==> config.mk <==
export PLATFORM = sky130hd
export DESIGN_NAME = line_delay_ctrl
export DESIGN_NICKNAME = d
export VERILOG_FILES = /design/src/rtl/line_delay_ctrl.sv
export SDC_FILE = /design/constraint.sdc
export NUM_CORES = 1
export LEC_CHECK = 0
export ABC_AREA = 1
export CORE_MARGIN = 4
export CORE_UTILIZATION = 41
export DETAILED_ROUTE_END_ITERATION = 16
export HOLD_SLACK_MARGIN = 0.15
export PLACE_DENSITY = 0.79
export SLEW_MARGIN = 20
export SYNTH_ARGS = -nofsm -noshare
export SYNTH_HDL_FRONTEND = slang
export SYNTH_SLANG_ARGS = --single-unit
==> constraint.sdc <==
create_clock -name clk -period 1.6 [get_ports clk]
set_input_delay 0.32 -clock clk [delete_from_list [all_inputs] [get_ports clk]]
set_output_delay 0.32 -clock clk [all_outputs]
set_load 0.05 [all_outputs]
==> src/rtl/line_delay_ctrl.sv <==
// One-line pixel delay controller for a single-port registered-read line RAM.
// Optional LINEBUF_FIRST_LINE_MASK_EN: zero the outputs of the first line after reset.
module line_delay_ctrl #(
  parameter int ADDR_WIDTH = 11,
  parameter int DATA_WIDTH = 16,
  parameter int LENGTH     = 1920
) (
  input  logic                  clk,
  input  logic                  rst,
  input  logic [DATA_WIDTH-1:0] in_data,
  input  logic                  in_valid,
  output logic                  in_ready,
  output logic [DATA_WIDTH-1:0] out_data,
  output logic                  out_valid,
  input  logic                  out_ready,
  output logic                  out_eol,
  output logic [ADDR_WIDTH-1:0] ram_addr,
  output logic [DATA_WIDTH-1:0] ram_din,
  output logic                  ram_we,
  input  logic [DATA_WIDTH-1:0] ram_dout
);

  typedef enum logic [1:0] {S_IDLE, S_RD, S_WR} state_e;

  localparam logic [ADDR_WIDTH-1:0] COL_LAST = ADDR_WIDTH'(LENGTH - 1);

  state_e                  state_q, state_d;
  logic [ADDR_WIDTH-1:0]   col_q, col_d;
  logic [DATA_WIDTH-1:0]   pix_q, pix_d;
  logic [DATA_WIDTH-1:0]   out_data_q, out_data_d;
  logic                    out_valid_q, out_valid_d;
  logic                    out_eol_q, out_eol_d;
  logic                    col_last;
  logic [DATA_WIDTH-1:0]   load_data;

  assign col_last = (col_q == COL_LAST);

`ifdef LINEBUF_FIRST_LINE_MASK_EN
  logic first_line_q, first_line_d;

  // The RAM still cycles normally; only the presented value is masked.
  assign load_data = first_line_q ? '0 : ram_dout;

  always_comb begin
    first_line_d = first_line_q;
    if (state_q == S_WR && col_last) first_line_d = 1'b0;
  end

  always_ff @(posedge clk) begin
    if (rst) first_line_q <= 1'b1;
    else     first_line_q <= first_line_d;
  end
`else
  assign load_data = ram_dout;
`endif

  // Only accept when the output slot is free now or drains this cycle.
  assign in_ready  = (state_q == S_IDLE) && (!out_valid_q || out_ready);
  assign ram_addr  = col_q;
  assign ram_din   = pix_q;
  assign ram_we    = (state_q == S_WR) && !rst;
  assign out_data  = out_data_q;
  assign out_valid = out_valid_q;
  assign out_eol   = out_eol_q;

  always_comb begin
    state_d     = state_q;
    col_d       = col_q;
    pix_d       = pix_q;
    out_data_d  = out_data_q;
    out_eol_d   = out_eol_q;
    out_valid_d = out_valid_q;
    if (out_valid_q && out_ready) out_valid_d = 1'b0;
    case (state_q)
      S_IDLE: begin
        if (in_valid && in_ready) begin
          pix_d   = in_data;
          state_d = S_RD;
        end
      end
      S_RD: state_d = S_WR;
      S_WR: begin
        out_data_d  = load_data;
        out_valid_d = 1'b1;
        out_eol_d   = col_last;
        col_d       = col_last ? '0 : col_q + ADDR_WIDTH'(1);
        state_d     = S_IDLE;
      end
      default: state_d = S_IDLE;
    endcase
  end

  always_ff @(posedge clk) begin
    if (rst) begin
      state_q     <= S_IDLE;
      col_q       <= '0;
      pix_q       <= '0;
      out_data_q  <= '0;
      out_valid_q <= 1'b0;
      out_eol_q   <= 1'b0;
    end else begin
      state_q     <= state_d;
      col_q       <= col_d;
      pix_q       <= pix_d;
      out_data_q  <= out_data_d;
      out_valid_q <= out_valid_d;
      out_eol_q   <= out_eol_d;
    end
  end

endmodule

Word level (Yosys, flattened, before mapping)
Index checks and enable logic that the tools add are counted.

cells by class
  multiplexer cells = 5
  reduce and logical (&&, ||, !) cells = 10
  equality and inequality tests = 4
  bitwise logic cells = 0
  multipliers = 0
  shift operators = 0
  add/subtract/negate cells = 1
  magnitude comparators = 0
  div/mod/pow operators = 0

operators by type and width
  cell                     number
  $add A11 B1 Y11 const B  1
  $eq A11 B11 Y1 const B   1
  $mux W11                 1
  $logic_and A1 B1 Y1      4
  $pmux W2 S2              1
  $eq A2 B1 Y1 const B     1
  $eq A2 B2 Y1 const B     1
  $logic_not A1 Y1         2
  $logic_not A2 Y1         1
  $mux W1                  2
  $mux W2                  1
  $ne A2 B1 Y1 const B     1
  $reduce_and A2 Y1        1
  $reduce_bool A2 Y1       1
  $logic_or A1 B1 Y1       1

word-level totals
  output and inout bits = 47
  bits in latches = 0
  memories kept = 0
  input bits = 36
  RAM bits = 0
  bits in read-only memories = 0
  logic and storage cells = 26
  register bits = 47

Logic depth before layout (Yosys ltp)
  depth in word-level cells = 6
  gate-level depth with buffers = 7
  depth with buffers taken out = 7

Worst setup path after synthesis
Ideal clock, no wire load.

  kind = reg2out
  start = reg state_q[0]
  end = out ram_we
  required time = 1280 ps
  arrival = 1307 ps
  path slack = -27 ps
  buffers on the path = 1
  cell stages (with the launch flop) = 5
  cells stage by stage = dfxtp_1 -> inv_2 -> nand2_4 -> buf_2 -> nor2_1

on the way
  longest elaborated chain between the ends = 2

RTL lines
  item                    line  text
  start, declared         27    state_e state_q, state_d;
  start signal, assigned  102   state_q <= state_d;
  $eq A2 B2 Y1            61    assign ram_we = (state_q == S_WR) && !rst;
  $logic_and A1 B1 Y1     61
  end, declared           19    output logic ram_we,

Every way passes these cells.

Final worst setup path
Same ends and word-level chain as after synthesis.

==> flow_summary_export.csv <==
group,metric,value,unit
worst_hold_path,hold_path_class,"input port to flop",
power,swShare,29.94,%
critical_path,cp.required,1.28,ns
clocking,clock_sinks,47,
logic_synthesis,synth_top_area_share,50.44,%
layout,antenna_cells,0,
grt,grt_pass1_vias,1624,
layout,layout.cells.non_filler,384,
sta,rsz0062_at_grt,"no",
logic_synthesis,synthDistinctLibCells,24,
clocking,clk_path_buf_depth,2,
detailed_routing,routed_via_density,4.760,
sta,relSlewSlack,71.17,%
outcome,status,"finished clean",
sta,worst_slew_pin_slew,0.4315,ns
critical_path,critical_path_class,"flop to primary output",
clocking,clkLatencyLatePin,0.30,ns
sta,fin_crit,1.509,ns
sta,post-route-period-util,94.33,%
sta,hold_violations,0,
clocking,cts_tree,"built",
placement,place_ws,-0.1123,ns
detailed_routing,detail-route-antenna-nets,0,
job,cap_violations,0,
critical_path,crit_path_start_kind,"flop",
detailed_routing,drt-initial-drc-count,75,
floorplan,io_pins,83,
floorplan,core_area,4384,sq um
critical_path,cp_data_arrival_time,1.19,ns
power,p_seq_share,50.4,%
logic_synthesis,ys_ff_latch,47,
clocking,htree_levels,2,
grt,antenna_found_initial,0,
placement,placed_cell_area,2779,sq um
logic_synthesis,yosys.area.top_type,"dfxtp_1",
power,p_int,1738,uW
clocking,ctsHoldBuffers,0,
logic_synthesis,synthTopCellsByArea,"dfxtp_1 (50%), nor2_1 (9.1%), nand2_1 (8.5%), nand3_1 (7.0%), a21oi_1 (5.9%)",
grt,grt.overflow.total,0,
floorplan,num_rows,24,
layout,final_area,2897,sq um
clocking,cts_buffers,5,
detailed_routing,wire_per_inst,12.45,um
layout,syn2layout_area_growth,55.27,%
placement,port_buffers,82,
placement,place_inst,374,
logic_synthesis,syn_inst,244,
placement,hpwl,3460,um
sta,finalSetupViolCount,0,
placement,gp_congestion,0.7917,
critical_path,critPathCaptureType,"primary output",
grt,grt_usage,16.86,%
sta,fin_skew,0.004665,ns
power,switchingPower,742.9,uW
detailed_routing,via_count,1828,
grt,grt_pass1_wl,7452,um
power,p_per_area,856.6,nW/um^2
layout,final_nets,368,
sta,fin_ws,0.09065,ns
detailed_routing,drcViolationCount,0,
logic_synthesis,syn-num-nets,281,
floorplan,fp.dieW,75.46,um
power,ir_drop,457.5,uV
logic_synthesis,netlist_area,1866,sq um
logic_synthesis,ys_seq_area_share,50.44,%
logic_synthesis,syn_area_per_cell,7.646,sq um
logic_synthesis,ys_warn_count,0,
clocking,path_clk_slew,0.08,ns
critical_path,r2r_slack,0.25,ns
power,power_leakage,0.001197,uW
floorplan,die_h,75.46,um
grt,grt_max_degree,25,
power,p_clk_share,28.1,%
sta,max_clock_freq,0.6625,GHz
critical_path,cp_max_fo,24,
sta,maxSlewViolCount,0,
layout,drive_gt1_share,23.49,%
detailed_routing,routed_wirelength,4780,um
floorplan,initial_core_util,42.55,%
clocking,cts_root_buf,"clkbuf_8",
detailed_routing,detail_route.first_pass.iterations,4,
power,power.share.combinational,21.5,%
floorplan,fp.dieArea,5693,sq um
-- final cells by class --
type,count,area [sq um]
Sequential cell,47,944.7
Multi-Input combinational cell,168,804.5
Tap cell,52,65.06
Fill cell,395,1488
Inverter,17,66.31
Clock inverter,2,12.51
Clock buffer,6,72.57
Timing Repair Buffer,92,930.9
-- registers in the layout, summed over array words and instances, names as in the netlist --
name       flops
state_q        2
out_eol        1
out_valid      1
ram_din       16
ram_addr      11
out_data      16
-- power groups by stage --
stage / sequential (uW) / clock [uW] / combinational [uW]
after floorplan: 1440 / 0 / 151
after global placement: 1280 / 0 / 520
after detailed placement: 1280 / 0 / 525
after CTS: 1250 / 735 / 535
after global routing: 1260 / 786 / 572
final: 1250 / 696 / 534
-- cell usage after synthesis --
| cell | number |
|---|---|
| a211oi_1 | 1 |
| a21oi_1 | 22 |
| buf_2 | 5 |
| buf_4 | 1 |
| buf_6 | 2 |
| clkbuf_1 | 4 |
| dfxtp_1 | 47 |
| ha_1 | 1 |
| inv_1 | 14 |
| inv_2 | 2 |
| inv_4 | 1 |
| nand2_1 | 42 |
| nand2_2 | 2 |
| nand2_4 | 1 |
| nand3_1 | 26 |
| nand4_1 | 3 |
| nand4_2 | 1 |
| nor2_1 | 45 |
| nor2_4 | 3 |
| nor3_1 | 1 |
| o21ai_0 | 16 |
| o21ai_1 | 2 |
| xnor2_1 | 1 |
| xor2_1 | 1 |
-- logic make-up after synthesis --
family	Yosys count	share of synthesized area [%]
AO/OA/AOI/OAI	41	11.13
XOR/XNOR	2	0.9391
adder cells (fa/ha/maj)	1	0.6706
buffers and inverters	29	7.310
flip-flops	47	50.44
AND/OR/NAND/NOR	124	29.51
-- per-stage QoR --
step / setup TNS, ns / hold WS (ns) / utilization, % / power, uW
after CTS: 0 / 0.4710 / 65.67 / 2520
final: 0 / 0.4370 / 66.07 / 2481
after detailed placement: -1.524 / 0.4573 / 63.38 / 1803
after global routing: 0 / 0.4553 / 66.07 / 2616
after global placement: -1.223 / 0.4523 / 63.38 / 1796
after floorplan: 0 / 0.3891 / - / 1593
-- metal layers --
metal	routed length (um)	part of all wire [%]	up-vias	global-route usage, %
li1	-	-	964	-
met1	2088	44	803	22.03
met2	2296	48	59	26.85
met3	361	7.6	2	4.617
met4	33	0.69	0	5.825
met5	0	0	-	0
-- worst paths after layout --
kind | from | end | cells after the start
min | out_ready | out_valid | 5
min reg2reg | ram_din[5] | ram_din[5] | 2
max | state_q[0] | ram_we | 4
max reg2reg | ram_addr[0] | ram_addr[8] | 6
-- timing repair --
item,CTS,global route
setup buffers,2,0
resized for setup,0,4
setup endpoints to repair,1,2
pin swaps,1,2
-- critical path, stage by stage (launching register included) --
cell and delay [ns]:
dfxtp_1 0.35, inv_2 0.13, nand2_8 0.14, nor2_4 0.14, buf_12 0.14
-- cell usage in the layout, fill, tap and decap left out, drive strengths merged --
| cell | count |
|---|---|
| clkinv | 1 |
| a211oi | 1 |
| ha | 1 |
| nor2 | 48 |
| inv | 17 |
| buf | 57 |
| nand4 | 4 |
| dfxtp | 47 |
| nand3 | 26 |
| clkinvlp | 1 |
| clkbuf | 6 |
| a21oi | 22 |
| nand2 | 45 |
| nor3 | 1 |
| xor2 | 1 |
| dlymetal6s2s | 1 |
| o21ai | 18 |
| clkdlybuf4s50 | 34 |
| xnor2 | 1 |
(Power assumes the default switching activity.)
